--- src/rtl/fast_iter_seq_controller.sv ---
// Fast-loop sequencer: drives the MUL -> MEAN -> SUB datapath phases, then loops
// through CHECK until the convergence checker agrees or the iteration limit is hit.
module fast_iter_seq_controller #(
   parameter int N_MUL    = 5,
   parameter int MUL_LAT  = 4,
   parameter int MEAN_LEN = 128,
   parameter int CNT_W    = 8,
   parameter int MAX_ITER = 16,
   parameter int ITER_W   = 5
) (
   input  logic              clk_fast,
   input  logic              go_fast,
   input  logic              start,
   input  logic              hold,
   input  logic              conv_valid,
   input  logic              conv_ok,
   output logic              en_b,
   output logic [N_MUL-1:0]  en_mul,
   output logic              en_mean,
   output logic              en_sub,
   output logic              fast_busy,
   output logic              done,
   output logic              converged,
   output logic [ITER_W-1:0] iter_cnt
);

   typedef enum logic [2:0] {
      S_IDLE,
      S_MUL,
      S_MEAN,
      S_SUB,
      S_CHECK,
      S_DONE
   } state_t;

   localparam logic [CNT_W-1:0]  MUL_LAST  = CNT_W'(MUL_LAT - 1);
   localparam logic [CNT_W-1:0]  MEAN_LAST = CNT_W'(MEAN_LEN - 1);
   localparam logic [ITER_W-1:0] ITER_LAST = ITER_W'(MAX_ITER);

   state_t            state_q, state_d;
   logic [CNT_W-1:0]  cnt_q, cnt_d;
   logic [ITER_W-1:0] iter_q, iter_d;
   logic              conv_q, conv_d;

   always_ff @(posedge clk_fast) begin
      if (!go_fast) begin
         state_q <= S_IDLE;
         cnt_q   <= '0;
         iter_q  <= '0;
         conv_q  <= 1'b0;
      end else begin
         state_q <= state_d;
         cnt_q   <= cnt_d;
         iter_q  <= iter_d;
         conv_q  <= conv_d;
      end
   end

   // A held cycle leaves every register untouched, so held cycles never count as phase cycles.
   always_comb begin
      state_d = state_q;
      cnt_d   = cnt_q;
      iter_d  = iter_q;
      conv_d  = conv_q;
      if (!hold) begin
         case (state_q)
            S_IDLE: begin
               if (start) begin
                  state_d = S_MUL;
                  cnt_d   = '0;
                  iter_d  = ITER_W'(1);
                  conv_d  = 1'b0;
               end
            end
            S_MUL: begin
               if (cnt_q == MUL_LAST) begin
                  state_d = S_MEAN;
                  cnt_d   = '0;
               end else begin
                  cnt_d = cnt_q + CNT_W'(1);
               end
            end
            S_MEAN: begin
               if (cnt_q == MEAN_LAST) begin
                  state_d = S_SUB;
                  cnt_d   = '0;
               end else begin
                  cnt_d = cnt_q + CNT_W'(1);
               end
            end
            S_SUB: begin
               state_d = S_CHECK;
            end
            S_CHECK: begin
               if (conv_valid) begin
                  if (conv_ok) begin
                     state_d = S_DONE;
                     conv_d  = 1'b1;
                  end else if (iter_q == ITER_LAST) begin
                     state_d = S_DONE;
                     conv_d  = 1'b0;
                  end else begin
                     state_d = S_MUL;
                     cnt_d   = '0;
                     iter_d  = iter_q + ITER_W'(1);
                  end
               end
            end
            S_DONE: begin
               state_d = S_IDLE;
            end
            default: begin
               state_d = S_IDLE;
               cnt_d   = '0;
            end
         endcase
      end
   end

   // Enables accumulate phase by phase; hold gates the enables but not busy/done.
   always_comb begin
      en_b      = 1'b0;
      en_mul    = '0;
      en_mean   = 1'b0;
      en_sub    = 1'b0;
      fast_busy = 1'b0;
      done      = 1'b0;
      case (state_q)
         S_MUL: begin
            en_b      = 1'b1;
            en_mul    = '1;
            fast_busy = 1'b1;
         end
         S_MEAN: begin
            en_b      = 1'b1;
            en_mul    = '1;
            en_mean   = 1'b1;
            fast_busy = 1'b1;
         end
         S_SUB: begin
            en_b      = 1'b1;
            en_mul    = '1;
            en_mean   = 1'b1;
            en_sub    = 1'b1;
            fast_busy = 1'b1;
         end
         S_CHECK: begin
            en_b      = 1'b1;
            fast_busy = 1'b1;
         end
         S_DONE: begin
            done = 1'b1;
         end
         default: begin
         end
      endcase
      if (hold) begin
         en_b    = 1'b0;
         en_mul  = '0;
         en_mean = 1'b0;
         en_sub  = 1'b0;
      end
   end

   assign converged = conv_q;
   assign iter_cnt  = iter_q;

endmodule

--- config.mk ---
export PLATFORM = sky130hd
export DESIGN_NAME = fast_iter_seq_controller
export DESIGN_NICKNAME = d
export VERILOG_FILES = /design/src/rtl/fast_iter_seq_controller.sv
export SDC_FILE = /design/constraint.sdc
export NUM_CORES = 1
export LEC_CHECK = 0
export BUFFER_PORTS_ARGS = -buffer_cell sky130_fd_sc_hd__buf_2
export CAP_MARGIN = 20
export CORE_MARGIN = 10
export CORE_UTILIZATION = 48
export DETAILED_ROUTE_END_ITERATION = 10
export PLACE_DENSITY = 0.83
export SLEW_MARGIN = 30
export SYNTH_ARGS = -nofsm -noshare
export SYNTH_HDL_FRONTEND = slang
export SYNTH_SLANG_ARGS = --single-unit
--- constraint.sdc ---
create_clock -name clk_fast -period 1.8 [get_ports clk_fast]
set_clock_uncertainty 0.15 [all_clocks]
set_input_delay 0.18 -clock clk_fast [delete_from_list [all_inputs] [get_ports clk_fast]]
set_output_delay 0.18 -clock clk_fast [all_outputs]
set_load 0.005 [all_outputs]
==> flow_summary.toml <==
[timing]
rsz0062_at_grt = "true"
period_needed_ns = 1.90
finalCritPeriodShare = 1.06
tns_ns = -0.851
relSlewSlack = 0.730
finalHoldViolCount = 0
setup_viol = 11
max_freq_mhz = 525
tightest_slew_ns = 0.394
setup_slack_ns = -0.103
drv_slew = 0

[route]
drt_iter0_markers = 74
antenna_left = 0
first_pass_iters = 4
top_layer = "met4"
wl_per_cell_um = 15.3
wl_met3_um = 119
wl_met1_mm = 1.34
dr_wl_met2_mm = 1.68
drc = 0
route.vias.total = 1196
via_per_inst = 5.81
routed_wirelength_mm = 3.16

[setup_path]
crit_path_max_incr_delay_ns = 0.37
slowest_stage = "o31a_1"
worst_ep_required_time_ns = 1.87
start_kind = "flop"
path_delay_family = "compound AO/OA/AOI/OAI gates"
path_buf_inv = 1
criticalPathCategory = "reg -> reg"
critPathMaxFanout = 6
crit_arrival_ns = 1.97
timing.rr.end = "cnt_q[2]$_SDFFE_PN0P_"
timing.reg2reg.setup_slack_ns = -0.10
worstPathCellList = "ha_4, nor4b_4, a221oi_2, o31a_1, buf_6, nand4b_1, o221ai_2"
setup.worst_path.end_class = "flop"
timing.rr.start = "cnt_q[0]$_SDFFE_PN0P_"
worstRegToRegCells = 7

[power_and_ir_drop]
worst_ir_drop_vdd_uv = 622
p_comb_frac = 0.418
swShare = 0.348
p_int_uw = 691
p_seq_frac = 0.391
switching_power_uw = 369
power_frac_clock = 0.191
power_mw = 1.06
p_leak_nw = 0.651
powerDensity_mw_per_mm2 = 678

[final_layout]
drive_gt1_frac = 0.489
antenna-diode-count = 0
final_nets = 188
finalInstanceArea_mm2 = 0.00156
final_util = 0.706
final_cells = 206
area_growth_pct = 41.4

[logic_synthesis]
synth_nets = 144
synth_seq_cells = 17
syn-instance-count = 135
synth_warnings = 0
synthArstFlopShare = 0
synth_seq_area_share = 0.308
avgSynthCellArea_um2 = 8.18
syn_area_mm2 = 0.00110
synth_ff_type = "dfxtp_1"
synth_edf_count = 0
synth_cell_types = 43

[clocking]
insertion_delay_ns = 0.29
root_buffer = "clkbuf_4"
clockBufferDepth = 2
cts_tree = "built"
clock-sinks = 17
clkTransAtPathRegs_ns = 0.10
cts_max_level = 1
hold_buffers = 0
cts_buffers = 3

[floorplan]
dieArea_mm2 = 0.00462
coreArea_mm2 = 0.00221
initial_core_util = 0.499
die_w_um = 68.0
die_height_um = 68.0
ios = 22
rows = 17

[run_status]
violations = "setup timing"
status = "finished, violations left"

[worst_hold_path]
hold_start = "conv_ok"
hp-class = "in -> reg"
holdPathEnd = "converged$_SDFFE_PN0P_"
whs_path_depth = 3

[placement]
numPortBuffers = 21
placed_cells = 196
place_congestion = 0.857
dp_hpwl_mm = 2.30
placed_cell_area_mm2 = 0.00137

[global_route]
track_usage = 0.135
grt_pass1_wl_mm = 5.01
grt_overflow = 0
grt_pass1_vias = 1159
grt_max_degree = 17
antenna_found_initial = 0

[job]
max-cap-violations = 0
==> through the flow <==
step                hold WS (ns)  setup slack (ns)
floorplan                  0.207           -0.0238
global route              0.0871            -0.206
CTS                       0.0614           -0.0870
finish                    0.0671            -0.103
detailed placement         0.313            -0.141
global placement           0.299           -0.0672
==> logic make-up after synthesis <==
family | count (synthesis) | synth area share
simple gates | 68 | 0.369
buf+inv | 16 | 0.0781
compound gates | 27 | 0.178
fa+ha+maj | 3 | 0.0340
xor+xnor | 3 | 0.0238
mux | 1 | 0.00906
flops | 17 | 0.308
==> Yosys cell counts, drive strengths merged (3+ instances only) <==
master | n | area (um^2)
nand2b | 4 | 25.0
nor2 | 10 | 37.5
nand3 | 7 | 40.0
nor4 | 3 | 33.8
a21oi | 5 | 25.0
and3 | 5 | 31.3
nand3b | 5 | 37.5
inv | 3 | 11.3
buf | 8 | 56.3
clkbuf | 5 | 18.8
dfxtp | 17 | 340
nand4 | 4 | 25.0
o31a | 3 | 26.3
o21ai | 4 | 20.0
nand2 | 17 | 71.3
ha | 3 | 37.5
o221ai | 5 | 43.8
==> how the worst max path moves through the flow <==
| stage | end | start | slack [ns] | depth (start not counted) |
|---|---|---|---|---|
| 6_report | cnt_q[2]$_SDFFE_PN0P_ | cnt_q[0]$_SDFFE_PN0P_ | -0.10 | 7 |
| 5_1_grt | cnt_q[2]$_SDFFE_PN0P_ | cnt_q[1]$_SDFFE_PN0P_ | -0.21 | 6 |
| 4_1_cts | state_q[1]$_SDFFE_PN0P_ | cnt_q[0]$_SDFFE_PN0P_ | -0.09 | 6 |
| 3_5_place_dp | cnt_q[2]$_SDFFE_PN0P_ | cnt_q[0]$_SDFFE_PN0P_ | -0.14 | 7 |
| 3_3_place_gp | cnt_q[2]$_SDFFE_PN0P_ | cnt_q[1]$_SDFFE_PN0P_ | -0.07 | 7 |
| 2_1_floorplan | state_q[1]$_SDFFE_PN0P_ | cnt_q[0]$_SDFFE_PN0P_ | -0.02 | 7 |
==> layer usage <==
layer  vias to the layer above  track usage
met4                         0       0.0427
met1                       592        0.147
met2                        18        0.258
li1                        582            -
met5                         -            0
met3                         4       0.0212
==> placed cells by master (no fill, tap or decap), drive strengths merged, types with 2 or more instances in the layout <==
| cell | instances |
|---|---|
| nor3 | 2 |
| dfxtp | 17 |
| o211ai | 2 |
| o221ai | 5 |
| or3b | 2 |
| nand3b | 5 |
| o21ai | 4 |
| nand2b | 4 |
| xor2 | 2 |
| nor4 | 3 |
| nand4 | 4 |
| nand2 | 17 |
| nor4b | 2 |
| and2 | 2 |
| o22ai | 2 |
| a21oi | 5 |
| nor2 | 10 |
| and3 | 5 |
| o31a | 3 |
| inv | 3 |
| ha | 3 |
| nand3 | 7 |
| buf | 52 |
| nand4b | 2 |
| clkbuf | 3 |
==> area by class of cell <==
class / instances / area (um^2)
fillers: 171 / 649
multi-input cells: 102 / 800
well taps: 28 / 35.0
flip-flops and latches: 17 / 348
repair buffers: 52 / 342
clock buffers: 3 / 22.5
inverters: 3 / 11.3
clock inverters: 1 / 5.00
==> power groups by stage <==
| stage | combinational [mW] | clock [mW] | sequential [mW] |
|---|---|---|---|
| finish | 0.443 | 0.202 | 0.414 |
| global route | 0.480 | 0.225 | 0.415 |
| CTS | 0.404 | 0.210 | 0.412 |
| detailed placement | 0.355 | 0 | 0.418 |
| global placement | 0.343 | 0 | 0.415 |
| floorplan | 0.242 | 0 | 0.410 |
==> what timing repair did <==
action                                  in CTS  in global routing
gates resized for setup                     16                  9
pin swaps                                   14                  7
buffers inserted                             3                  3
endpoints found under the setup margin      17                 18
==> worst min-delay path, cell delays in order <==
cell,delay (ns)
buf_2,0.13
nand4_1,0.08
a21boi_0,0.07
==> flip-flops by register name (all words and copies together), names as in the netlist <==
signal / cells
converged: 1
cnt_q: 8
iter_cnt: 5
state_q: 3
No activity file was read; power rests on OpenSTA's default activity.
